**src/rtl/perf_pkg.sv**
```systemverilog
// Shared types and constants for the CPU-to-peripheral bridge.
// Holds the FSM state encoding, default window/error constants and width helpers.
package perf_pkg;

  typedef enum logic [1:0] {
    IDLE = 2'd0,
    BUSY = 2'd1,
    RESP = 2'd2
  } state_e;

  localparam logic [63:0] ERR_DATA_DEFAULT = 64'hDEAD_BEEF_DEAD_BEEF;
  localparam logic [31:0] WIN_TAG_DEFAULT  = 32'd1;

  function automatic int clog2(input int value);
    int width;
    width = 0;
    while ((1 << width) < value) width++;
    return width;
  endfunction

  // A single channel still needs a one-bit index field.
  function automatic int ch_width(input int num_ch);
    return (num_ch <= 1) ? 1 : clog2(num_ch);
  endfunction

endpackage

```
**src/rtl/perf_bridge_if.sv**
```systemverilog
// CPU-side and peripheral-side signal bundle of the bridge.
// master = CPU plus peripherals (environment), slave = the bridge itself.
interface perf_bridge_if #(
  parameter int ADDR_W = 64,
  parameter int DATA_W = 64,
  parameter int NUM_CH = 4
);
  logic                     memreg;
  logic                     wren;
  logic [ADDR_W-1:0]        addr_in;
  logic [DATA_W-1:0]        data_in;
  logic                     cpu_stall;
  logic [DATA_W-1:0]        cpu_rdata;
  logic                     cpu_rvalid;
  logic                     cpu_err;
  logic [NUM_CH-1:0]        perf_en;
  logic [ADDR_W-1:0]        perf_addr_out;
  logic [DATA_W-1:0]        perf_data_out;
  logic                     perf_wren;
  logic [NUM_CH*DATA_W-1:0] perf_rdata;
  logic [NUM_CH-1:0]        perf_ack;

  modport master (
    output memreg, wren, addr_in, data_in, perf_rdata, perf_ack,
    input  cpu_stall, cpu_rdata, cpu_rvalid, cpu_err,
    input  perf_en, perf_addr_out, perf_data_out, perf_wren
  );

  modport slave (
    input  memreg, wren, addr_in, data_in, perf_rdata, perf_ack,
    output cpu_stall, cpu_rdata, cpu_rvalid, cpu_err,
    output perf_en, perf_addr_out, perf_data_out, perf_wren
  );

endinterface

```
**src/rtl/perf_decode.sv**
```systemverilog
// Combinational address decode: window hit, channel index, range check and
// one-hot channel select.
module perf_decode
  import perf_pkg::*;
#(
  parameter int                 ADDR_W  = 64,
  parameter int                 NUM_CH  = 4,
  parameter logic [ADDR_W-33:0] WIN_TAG = (ADDR_W-32)'(WIN_TAG_DEFAULT),
  parameter int                 CH_LSB  = 8,
  localparam int                CH_W    = ch_width(NUM_CH)
) (
  input  logic [ADDR_W-1:0] addr_i,
  input  logic              memreg_i,
  input  logic              wren_i,
  output logic              hit_o,
  output logic [CH_W-1:0]   ch_o,
  output logic              ch_valid_o,
  output logic [NUM_CH-1:0] sel_o
);

  logic unused_addr_bits;

  assign hit_o      = (addr_i[ADDR_W-1:32] == WIN_TAG) && (memreg_i || wren_i);
  assign ch_o       = addr_i[CH_LSB +: CH_W];
  assign ch_valid_o = ({1'b0, ch_o} < (CH_W+1)'(NUM_CH));

  // Offset bits below the window tag are forwarded by the top, not decoded here.
  assign unused_addr_bits = ^addr_i;

  always_comb begin
    // NOTE: default first so every path assigns sel_o and no latch is inferred.
    sel_o = '0;
    for (int i = 0; i < NUM_CH; i++) begin
      sel_o[i] = ch_valid_o && (ch_o == CH_W'(i));
    end
  end

endmodule

```
**src/rtl/perf_bridge.sv**
```systemverilog
// Stalling CPU-to-peripheral bridge: decode, hold the access on one channel
// until it acks, return read data. Define PERF_TIMEOUT_EN to abort hung accesses.
module perf_bridge
  import perf_pkg::*;
#(
  parameter int                 ADDR_W   = 64,
  parameter int                 DATA_W   = 64,
  parameter int                 NUM_CH   = 4,
  parameter logic [ADDR_W-33:0] WIN_TAG  = (ADDR_W-32)'(WIN_TAG_DEFAULT),
  parameter int                 CH_LSB   = 8,
  parameter int                 TIMEOUT  = 255,
  parameter logic [DATA_W-1:0]  ERR_DATA = DATA_W'(ERR_DATA_DEFAULT)
) (
  input logic          clk,
  input logic          rst,
  perf_bridge_if.slave bus
);

  localparam int CH_W = ch_width(NUM_CH);

  logic              hit;
  logic [CH_W-1:0]   ch;
  logic              ch_valid;
  logic [NUM_CH-1:0] sel;

  state_e            state_q;
  logic [CH_W-1:0]   ch_q;
  logic [NUM_CH-1:0] en_q;
  logic [ADDR_W-1:0] addr_q;
  logic [DATA_W-1:0] data_q;
  logic              wr_q;
  logic [DATA_W-1:0] rdata_q;
  logic              rvalid_q;
  logic              err_q;

  logic              ack_sel;
  logic [DATA_W-1:0] rdata_sel;
  logic              timeout_hit;

  perf_decode #(
    .ADDR_W (ADDR_W),
    .NUM_CH (NUM_CH),
    .WIN_TAG(WIN_TAG),
    .CH_LSB (CH_LSB)
  ) u_decode (
    .addr_i    (bus.addr_in),
    .memreg_i  (bus.memreg),
    .wren_i    (bus.wren),
    .hit_o     (hit),
    .ch_o      (ch),
    .ch_valid_o(ch_valid),
    .sel_o     (sel)
  );

  // Only the channel owning the access can complete it.
  always_comb begin
    ack_sel   = 1'b0;
    rdata_sel = '0;
    for (int i = 0; i < NUM_CH; i++) begin
      if (ch_q == CH_W'(i)) begin
        ack_sel   = bus.perf_ack[i];
        rdata_sel = bus.perf_rdata[i*DATA_W +: DATA_W];
      end
    end
  end

`ifdef PERF_TIMEOUT_EN
  localparam int CNT_W = clog2(TIMEOUT + 1);
  logic [CNT_W-1:0] cnt_q;

  // cnt_q counts completed BUSY cycles, so the last allowed one sees TIMEOUT-1.
  assign timeout_hit = (cnt_q == CNT_W'(TIMEOUT - 1));
`else
  logic unused_timeout;

  assign timeout_hit    = 1'b0;
  assign unused_timeout = (TIMEOUT > 0);
`endif

  always_ff @(posedge clk) begin
    // NOTE: non-blocking assignments so every register sees pre-edge values.
    if (!rst) begin
      state_q  <= IDLE;
      ch_q     <= '0;
      en_q     <= '0;
      addr_q   <= '0;
      data_q   <= '0;
      wr_q     <= 1'b0;
      rdata_q  <= '0;
      rvalid_q <= 1'b0;
      err_q    <= 1'b0;
`ifdef PERF_TIMEOUT_EN
      cnt_q    <= '0;
`endif
    end else begin
      rvalid_q <= 1'b0;
      err_q    <= 1'b0;
      case (state_q)
        IDLE: begin
          if (hit) begin
            if (ch_valid) begin
              state_q <= BUSY;
              ch_q    <= ch;
              en_q    <= sel;
              addr_q  <= bus.addr_in;
              data_q  <= bus.data_in;
              wr_q    <= bus.wren;
`ifdef PERF_TIMEOUT_EN
              cnt_q   <= '0;
`endif
            end else begin
              state_q  <= RESP;
              rvalid_q <= 1'b1;
              err_q    <= 1'b1;
              rdata_q  <= ERR_DATA;
            end
          end
        end
        BUSY: begin
          // An ack coinciding with the timeout still completes normally.
          if (ack_sel || timeout_hit) begin
            state_q  <= RESP;
            rvalid_q <= 1'b1;
            err_q    <= !ack_sel;
            rdata_q  <= !ack_sel ? ERR_DATA : (wr_q ? '0 : rdata_sel);
            en_q     <= '0;
            addr_q   <= '0;
            data_q   <= '0;
            wr_q     <= 1'b0;
          end
`ifdef PERF_TIMEOUT_EN
          else begin
            cnt_q <= cnt_q + CNT_W'(1);
          end
`endif
        end
        RESP:    state_q <= IDLE;
        default: state_q <= IDLE;
      endcase
    end
  end

  // Stall releases in RESP so the CPU consumes cpu_rdata alongside cpu_rvalid.
  assign bus.cpu_stall     = (state_q == BUSY) || ((state_q == IDLE) && hit);
  assign bus.cpu_rdata     = rdata_q;
  assign bus.cpu_rvalid    = rvalid_q;
  assign bus.cpu_err       = err_q;
  assign bus.perf_en       = en_q;
  assign bus.perf_addr_out = addr_q;
  assign bus.perf_data_out = data_q;
  assign bus.perf_wren     = wr_q;

endmodule

```
**src/flat_wrapper.sv**
```systemverilog
// flat-port wrapper written by rule: the top's interface ports become plain ports
module perf_bridge_flat import perf_pkg::*;
#(
  parameter int                 ADDR_W   = 64,
  parameter int                 DATA_W   = 64,
  parameter int                 NUM_CH   = 4,
  parameter logic [ADDR_W-33:0] WIN_TAG  = (ADDR_W-32)'(WIN_TAG_DEFAULT),
  parameter int                 CH_LSB   = 8,
  parameter int                 TIMEOUT  = 255,
  parameter logic [DATA_W-1:0]  ERR_DATA = DATA_W'(ERR_DATA_DEFAULT)
)
  (clk, rst, bus_memreg, bus_wren, bus_addr_in, bus_data_in, bus_perf_rdata, bus_perf_ack, bus_cpu_stall, bus_cpu_rdata, bus_cpu_rvalid, bus_cpu_err, bus_perf_en, bus_perf_addr_out, bus_perf_data_out, bus_perf_wren);
  perf_bridge_if #(.ADDR_W(ADDR_W), .DATA_W(DATA_W), .NUM_CH(NUM_CH)) bus_i ();
  input logic clk;
  input logic rst;
  input wire logic [$bits(bus_i.memreg)-1:0] bus_memreg;
  input wire logic [$bits(bus_i.wren)-1:0] bus_wren;
  input wire logic [$bits(bus_i.addr_in)-1:0] bus_addr_in;
  input wire logic [$bits(bus_i.data_in)-1:0] bus_data_in;
  input wire logic [$bits(bus_i.perf_rdata)-1:0] bus_perf_rdata;
  input wire logic [$bits(bus_i.perf_ack)-1:0] bus_perf_ack;
  output wire logic [$bits(bus_i.cpu_stall)-1:0] bus_cpu_stall;
  output wire logic [$bits(bus_i.cpu_rdata)-1:0] bus_cpu_rdata;
  output wire logic [$bits(bus_i.cpu_rvalid)-1:0] bus_cpu_rvalid;
  output wire logic [$bits(bus_i.cpu_err)-1:0] bus_cpu_err;
  output wire logic [$bits(bus_i.perf_en)-1:0] bus_perf_en;
  output wire logic [$bits(bus_i.perf_addr_out)-1:0] bus_perf_addr_out;
  output wire logic [$bits(bus_i.perf_data_out)-1:0] bus_perf_data_out;
  output wire logic [$bits(bus_i.perf_wren)-1:0] bus_perf_wren;
  assign bus_i.memreg = bus_memreg;
  assign bus_i.wren = bus_wren;
  assign bus_i.addr_in = bus_addr_in;
  assign bus_i.data_in = bus_data_in;
  assign bus_i.perf_rdata = bus_perf_rdata;
  assign bus_i.perf_ack = bus_perf_ack;
  assign bus_cpu_stall = bus_i.cpu_stall;
  assign bus_cpu_rdata = bus_i.cpu_rdata;
  assign bus_cpu_rvalid = bus_i.cpu_rvalid;
  assign bus_cpu_err = bus_i.cpu_err;
  assign bus_perf_en = bus_i.perf_en;
  assign bus_perf_addr_out = bus_i.perf_addr_out;
  assign bus_perf_data_out = bus_i.perf_data_out;
  assign bus_perf_wren = bus_i.perf_wren;
  perf_bridge #(.ADDR_W(ADDR_W), .DATA_W(DATA_W), .NUM_CH(NUM_CH), .WIN_TAG(WIN_TAG), .CH_LSB(CH_LSB), .TIMEOUT(TIMEOUT), .ERR_DATA(ERR_DATA)) u_core (.clk(clk), .rst(rst), .bus(bus_i));
endmodule
```
**config.mk**
```make
export PLATFORM = sky130hd
export DESIGN_NAME = perf_bridge_flat
export DESIGN_NICKNAME = d
export VERILOG_FILES = /design/src/rtl/perf_pkg.sv /design/src/rtl/perf_bridge_if.sv /design/src/rtl/perf_decode.sv /design/src/rtl/perf_bridge.sv /design/src/flat_wrapper.sv
export SDC_FILE = /design/constraint.sdc
export NUM_CORES = 1
export LEC_CHECK = 0
export ABC_AREA = 1
export BUFFER_PORTS_ARGS = -buffer_cell sky130_fd_sc_hd__clkbuf_2
export CORE_AREA = 5 5 229 231
export CTS_BUF_LIST = sky130_fd_sc_hd__clkbuf_4 sky130_fd_sc_hd__clkbuf_8
export DETAILED_ROUTE_END_ITERATION = 8
export DIE_AREA = 0 0 234 236
export PLACE_DENSITY_LB_ADDON = 0.05
export SYNTH_ARGS = -nofsm -noshare
export SYNTH_HDL_FRONTEND = slang
export SYNTH_SLANG_ARGS = --single-unit
```
**constraint.sdc**
```tcl
create_clock -name clk -period 3.3 [get_ports clk]
set_clock_uncertainty 0.2 [all_clocks]
set_input_delay 0.165 -clock clk [delete_from_list [all_inputs] [get_ports clk]]
set_output_delay 0.165 -clock clk [all_outputs]
set_load 0.05 [all_outputs]
```
After elaboration in Yosys (flattened, before gate mapping)
Index checks and enable logic that the tools add are counted.
{ "op_classes": {"n_eq_ne": 10, "muxes": 24, "n_reduce_logical": 15} }
{ "ops": {"columns": ["op", "n"], "rows": [
  ["$mux W64", 8],
  ["$pmux W64 S2", 2],
  ["$eq A32 B1 Y1 const B", 1],
  ["$eq A2 B2 Y1 const B", 4],
  ["$mux W4", 2],
  ["$pmux W4 S2", 1],
  ["$reduce_and A2 Y1", 4],
  ["$mux W1", 7],
  ["$eq A2 B1 Y1 const B", 3],
  ["$logic_not A2 Y1", 3],
  ["$reduce_and A3 Y1", 2],
  ["$mux W2", 2],
  ["$ne A2 B1 Y1 const B", 2],
  ["$pmux W2 S2", 1],
  ["$logic_and A1 B1 Y1", 2],
  ["$logic_or A1 B1 Y1", 2],
  ["$pmux W1 S2", 1],
  ["$reduce_bool A2 Y1", 1],
  ["$logic_not A1 Y1", 1]
]} }
{ "totals": {"reg_bits": 203, "inputBits": 392, "out_inout_bits": 200, "elab_cells": 58} }

Longest topological paths before layout
{ "logic_depth": {"word_depth": 7, "mapped_depth": 11, "ltp_nobuf": 9} }

Modules after synthesis
From an unflattened synthesis, not the netlist that was laid out.
{ "unflattened": {"cells_unflattened": 1486, "area_unflattened_um2": 9500.4} }
{ "modules_own_cells": {"columns": ["mod", "instances", "cells_per_inst", "area_per_inst_um2", "seq_area_each_um2"], "rows": [
  ["perf_bridge", 1, 1443, 9322.7, 4063.9],
  ["perf_decode", 1, 43, 177.7, 0.0]
]} }

Worst setup path before layout
No wires, ideal clock.
{ "synth_path": {"kind": "reg2reg", "startpoint": "register u_core.ch_q[0]", "endpoint": "register u_core.addr_q[32], in the netlist u_core.bus.perf_addr_out[32]", "setup_time_ps": 128, "arrival_ps": 1409, "required_time_ps": 2972, "path_slack_ps": 1564, "path_stages_with_launch": 10, "n_path_buf": 2, "synth_period_minus_slack_ps": 1736, "path_cell_list": "dfxtp_1 -> inv_2 -> nor2_2 -> nand2_1 -> nand3_1 -> nand3_2 -> buf_2 -> buf_2 -> a21oi_1 -> nor2_1"} }
{ "synth_between": {"elab_chain_cells": 7, "elab_cells_between_ends": 10, "classes_between": "eq/ne: 4; mux: 4; reduce/logical: 2"} }
{ "synth_rtl": {"columns": ["item", "line_no", "rtl"], "rows": [
  ["start: declaration", "perf_bridge.sv:27", "logic [CH_W-1:0] ch_q;"],
  ["start signal: assignment", "perf_bridge.sv:103", "ch_q <= ch;"],
  ["$logic_not A2 Y1", "perf_bridge.sv:60", "if (ch_q == CH_W'(i)) begin"],
  ["$mux W1 (3 in a row)", "perf_bridge.sv:60", null],
  ["$mux W1 *", "perf_bridge.sv:60", null],
  ["$ne A2 B1 Y1 (no line) *", null, null],
  ["$reduce_and A3 Y1 (no line) *", null, null],
  ["end signal: assignment", "perf_bridge.sv:105", "addr_q <= bus.addr_in;"],
  ["end: declaration", "perf_bridge.sv:29", "logic [ADDR_W-1:0] addr_q;"]
]} }
Every way passes the cells marked *; elsewhere a longest branch is shown, timed or not.
A chain may end at the register's enable or synchronous reset.

Worst setup path after layout
{ "layout_path": {"startpoint": "register u_core.ch_q[0]", "endpoint": "register u_core.rdata_q[52], in the netlist u_core.bus.cpu_rdata[52]"} }
{ "layout_between": {"elab_chain_cells": 6, "elab_cells_between_ends": 14, "classes_between": "eq/ne: 3; mux: 9; reduce/logical: 2"} }
{ "layout_rtl": {"columns": ["item", "line_no", "rtl"], "rows": [
  ["$logic_not A2 Y1", "perf_bridge.sv:60", null],
  ["$mux W64 / $mux W1 (equally long branches) (4 in a row)", "perf_bridge.sv:60", null],
  ["$mux W64 / $reduce_and A2 Y1 (equally long branches)", null, null],
  ["end signal: assignment", "perf_bridge.sv:125", "rdata_q <= !ack_sel ? ERR_DATA : (wr_q ? '0 : rdata_sel);"],
  ["end: declaration", "perf_bridge.sv:32", "logic [DATA_W-1:0] rdata_q;"]
]} }
Parallel ways exist; a longest one is shown, timed or not.

==> out/metrics.csv <==
metric,value,unit
Synth top area share,45.0,%
Num CTS Buffers,43,
IO Port Bufs,591,
Avg Inst Size Synth,6.86,µm²
"Seq/Total Area, Yosys",45.0,%
"count leader, synth",nand2_1,
Placer Congestion,0.845,
final worst path period share,93.0,%
min-delay worst type,primary input to flop,
DIE AREA,0.0552,mm²
Startpoint Class,flop,
core box area,0.0499,mm²
Post-synth EDFFs,0,
MaxCap Viol Count,0,
final WL,50100,µm
hpwl dp,36000,µm
"Slew Viols, Final",0,
"Slowest-stage cell, CP",dlygate4sd3_1,
grt total ovfl,0,
Die X,234,µm
crit-path max FO,31,
final hold violations,0,
Pwr Total,5900,µW
status,completed,
unrepaired setup endpoints after global routing,false,
std cell rows,82,
Starting Density,18.1,%
critical-path cell list,inv_2 -> buf_4 -> nand2_1 -> buf_4 -> o22ai_1 -> o21ai_0 -> a21oi_1 -> dlygate4sd3_1 -> nor2_1 -> dlygate4sd3_1,
fin nets,2500,
initial antenna violation count,4,
CP Class,flop to flop,
PnR worst setup slack,0.232,ns
cells after synthesis,1317,
synthesized flop and latch total,203,
Worst VDD drop,0.240,mV
DRT iter0 DRCs,506,
ANT nets after route,0,
"area leader, netlist",dfxtp_1,
clock buffer depth,3,
post-route setup TNS,0,ns
gr usage total,17.3,%
Die Ht,236,µm
Relative slew margins,45.6,%
Async SR Flop Fraction,0,%
Filler cells,5623,
"slowest stage delay, CP",0.58,ns
DR WL/cell,17.8,µm
pin count of the biggest net entering global routing,93,
CTS H-tree depth,2,
Max Freq,326,MHz
Crit. End Element,flop,
ratio of cells with drive above 1 in the final layout,32.6,%
"Cell Area, Synth",0.00903,mm²
Place WS,0.939,ns
Synth Net Count,1709,
Crit path required time,3.56,ns
CTS tree,yes,
first-pass GRT wire length,74400,µm
synth cell count leaders,"271 x nand2_1, 203 x dfxtp_1, 197 x nand3_1, 188 x nor2_1, 167 x a21oi_1",
Final setup viols,0,
clk slew on worst S/H paths,0.05,ns
Slew @ Worst Pin,0.816,ns
total number of vias,11800,
vias in the first global route,12600,
synth top area cells,"dfxtp_1 45%, nand2_1 11%, nand3_1 11%",
min cycle time layout,3.07,ns
synth warn,0,
I/O Pins,592,
Synth Flop Type,dfxtp_1,
Lkg Pwr,0.00714,µW
data arrival time of the critical path,3.33,ns
drt first pass iters,4,
number of distinct library cells after synthesis,20,
Worst-Skew Late Latency,0.59,ns
power density cells,369,mW/mm²
Synth-to-Final Area Change,77.4,%
Clock Root Buffer,clkbuf_8,
CTS Sinks,203,
vias per inst,4.21,
# DRC,0,
-- per-layer routing --
metal	global-route usage, %	part of all wire, %	up-vias
li1	-	-	5944
met1	19.5	39	5407
met2	30.7	50	386
met3	5.06	7.5	100
met4	6.66	3.7	2
met5	0	0.014	-
-- final timing paths --
kind | slack, ns | startpoint | end | depth (start not counted)
worst max register to register | 0.23 | u_core.ch_q[0] | u_core.bus.cpu_rdata[52] | 10
worst min register to register | 0.23 | u_core.bus.perf_addr_out[48] | u_core.bus.perf_addr_out[48] | 2
worst max-delay path | 0.23 | u_core.ch_q[0] | u_core.bus.cpu_rdata[52] | 10
worst min-delay path | 0.08 | bus_perf_ack[0] | u_core.bus.cpu_rvalid | 5
-- metrics by stage --
step | cells | area, µm² | hold slack, ns | utilization, %
4_1_cts | 2806 | 16000 | 0.0323 | 32.1
5_1_grt | 2809 | 16000 | 0.0850 | 32.1
3_5_place_dp | 2490 | 12700 | 0.204 | 25.4
6_report | 2809 | 16000 | 0.0781 | 32.1
2_1_floorplan | 1317 | 9030 | 0.103 | -
3_3_place_gp | 2490 | 12700 | 0.202 | 25.4
-- where the power goes --
group	total (µW)	switching, µW	internal [µW]
Sequential	2450	0.134	2450
Clock	2900	1210	1690
Combinational	555	215	339
-- registers in the layout, indices dropped and copies added (netlist names) --
| signal | flops |
|---|---|
| u_core.bus.cpu_err | 1 |
| u_core.bus.cpu_rvalid | 1 |
| u_core.bus.perf_en | 4 |
| u_core.bus.cpu_rdata | 64 |
| u_core.ch_q | 2 |
| u_core.bus.perf_data_out | 64 |
| u_core.bus.perf_addr_out | 64 |
| u_core.state_q | 2 |
| u_core.bus.perf_wren | 1 |
-- cell families (layout without fill, tap and decap cells) --
kind of cell,Yosys count,after routing,synth area share (%)
compound gates,273,273,15.4
buf+inv,152,969,6.90
flops,203,203,45.0
other cells,1,4,0.0415
simple gates,688,688,32.7
-- cell type report --
class	count	area [µm²]	area share, %
repair buffers	857	5660	35.3
multi-input cells	962	4380	27.4
flip-flops and latches	203	4070	25.4
clock buffers	67	841	5.25
well taps	672	841	5.25
inverters	41	159	0.992
clock inverters	4	60.1	0.375
diodes	3	7.51	0.0469
-- critical path, delay by kind of cell, from the launching register on --
| kind | cells | cell delay, ns |
|---|---|---|
| buffers and inverters | 5 | 1.81 |
| AOI/OAI and AO/OA | 3 | 0.43 |
| DFF | 1 | 0.37 |
| and+or+nand+nor | 2 | 0.15 |
-- timing repair --
item	in CTS	in global routing
endpoints found under the hold margin	170	0
hold buffers	245	0
resized for setup	0	2
buffers inserted	0	0
endpoints found under the setup margin	0	4
-- placed cells by master, fill, tap and decap left out, types with 7 or more instances in the layout --
| master | n |
|---|---|
| nor2_1 | 186 |
| nor3b_1 | 29 |
| nand2_1 | 269 |
| buf_12 | 7 |
| clkbuf_8 | 54 |
| dfxtp_1 | 200 |
| buf_4 | 12 |
| clkbuf_4 | 13 |
| inv_1 | 38 |
| dlygate4sd3_1 | 245 |
| clkbuf_2 | 591 |
| a21oi_1 | 167 |
| o21ai_0 | 96 |
| nand3_1 | 197 |
No activity file was read; power rests on OpenSTA's default activity.
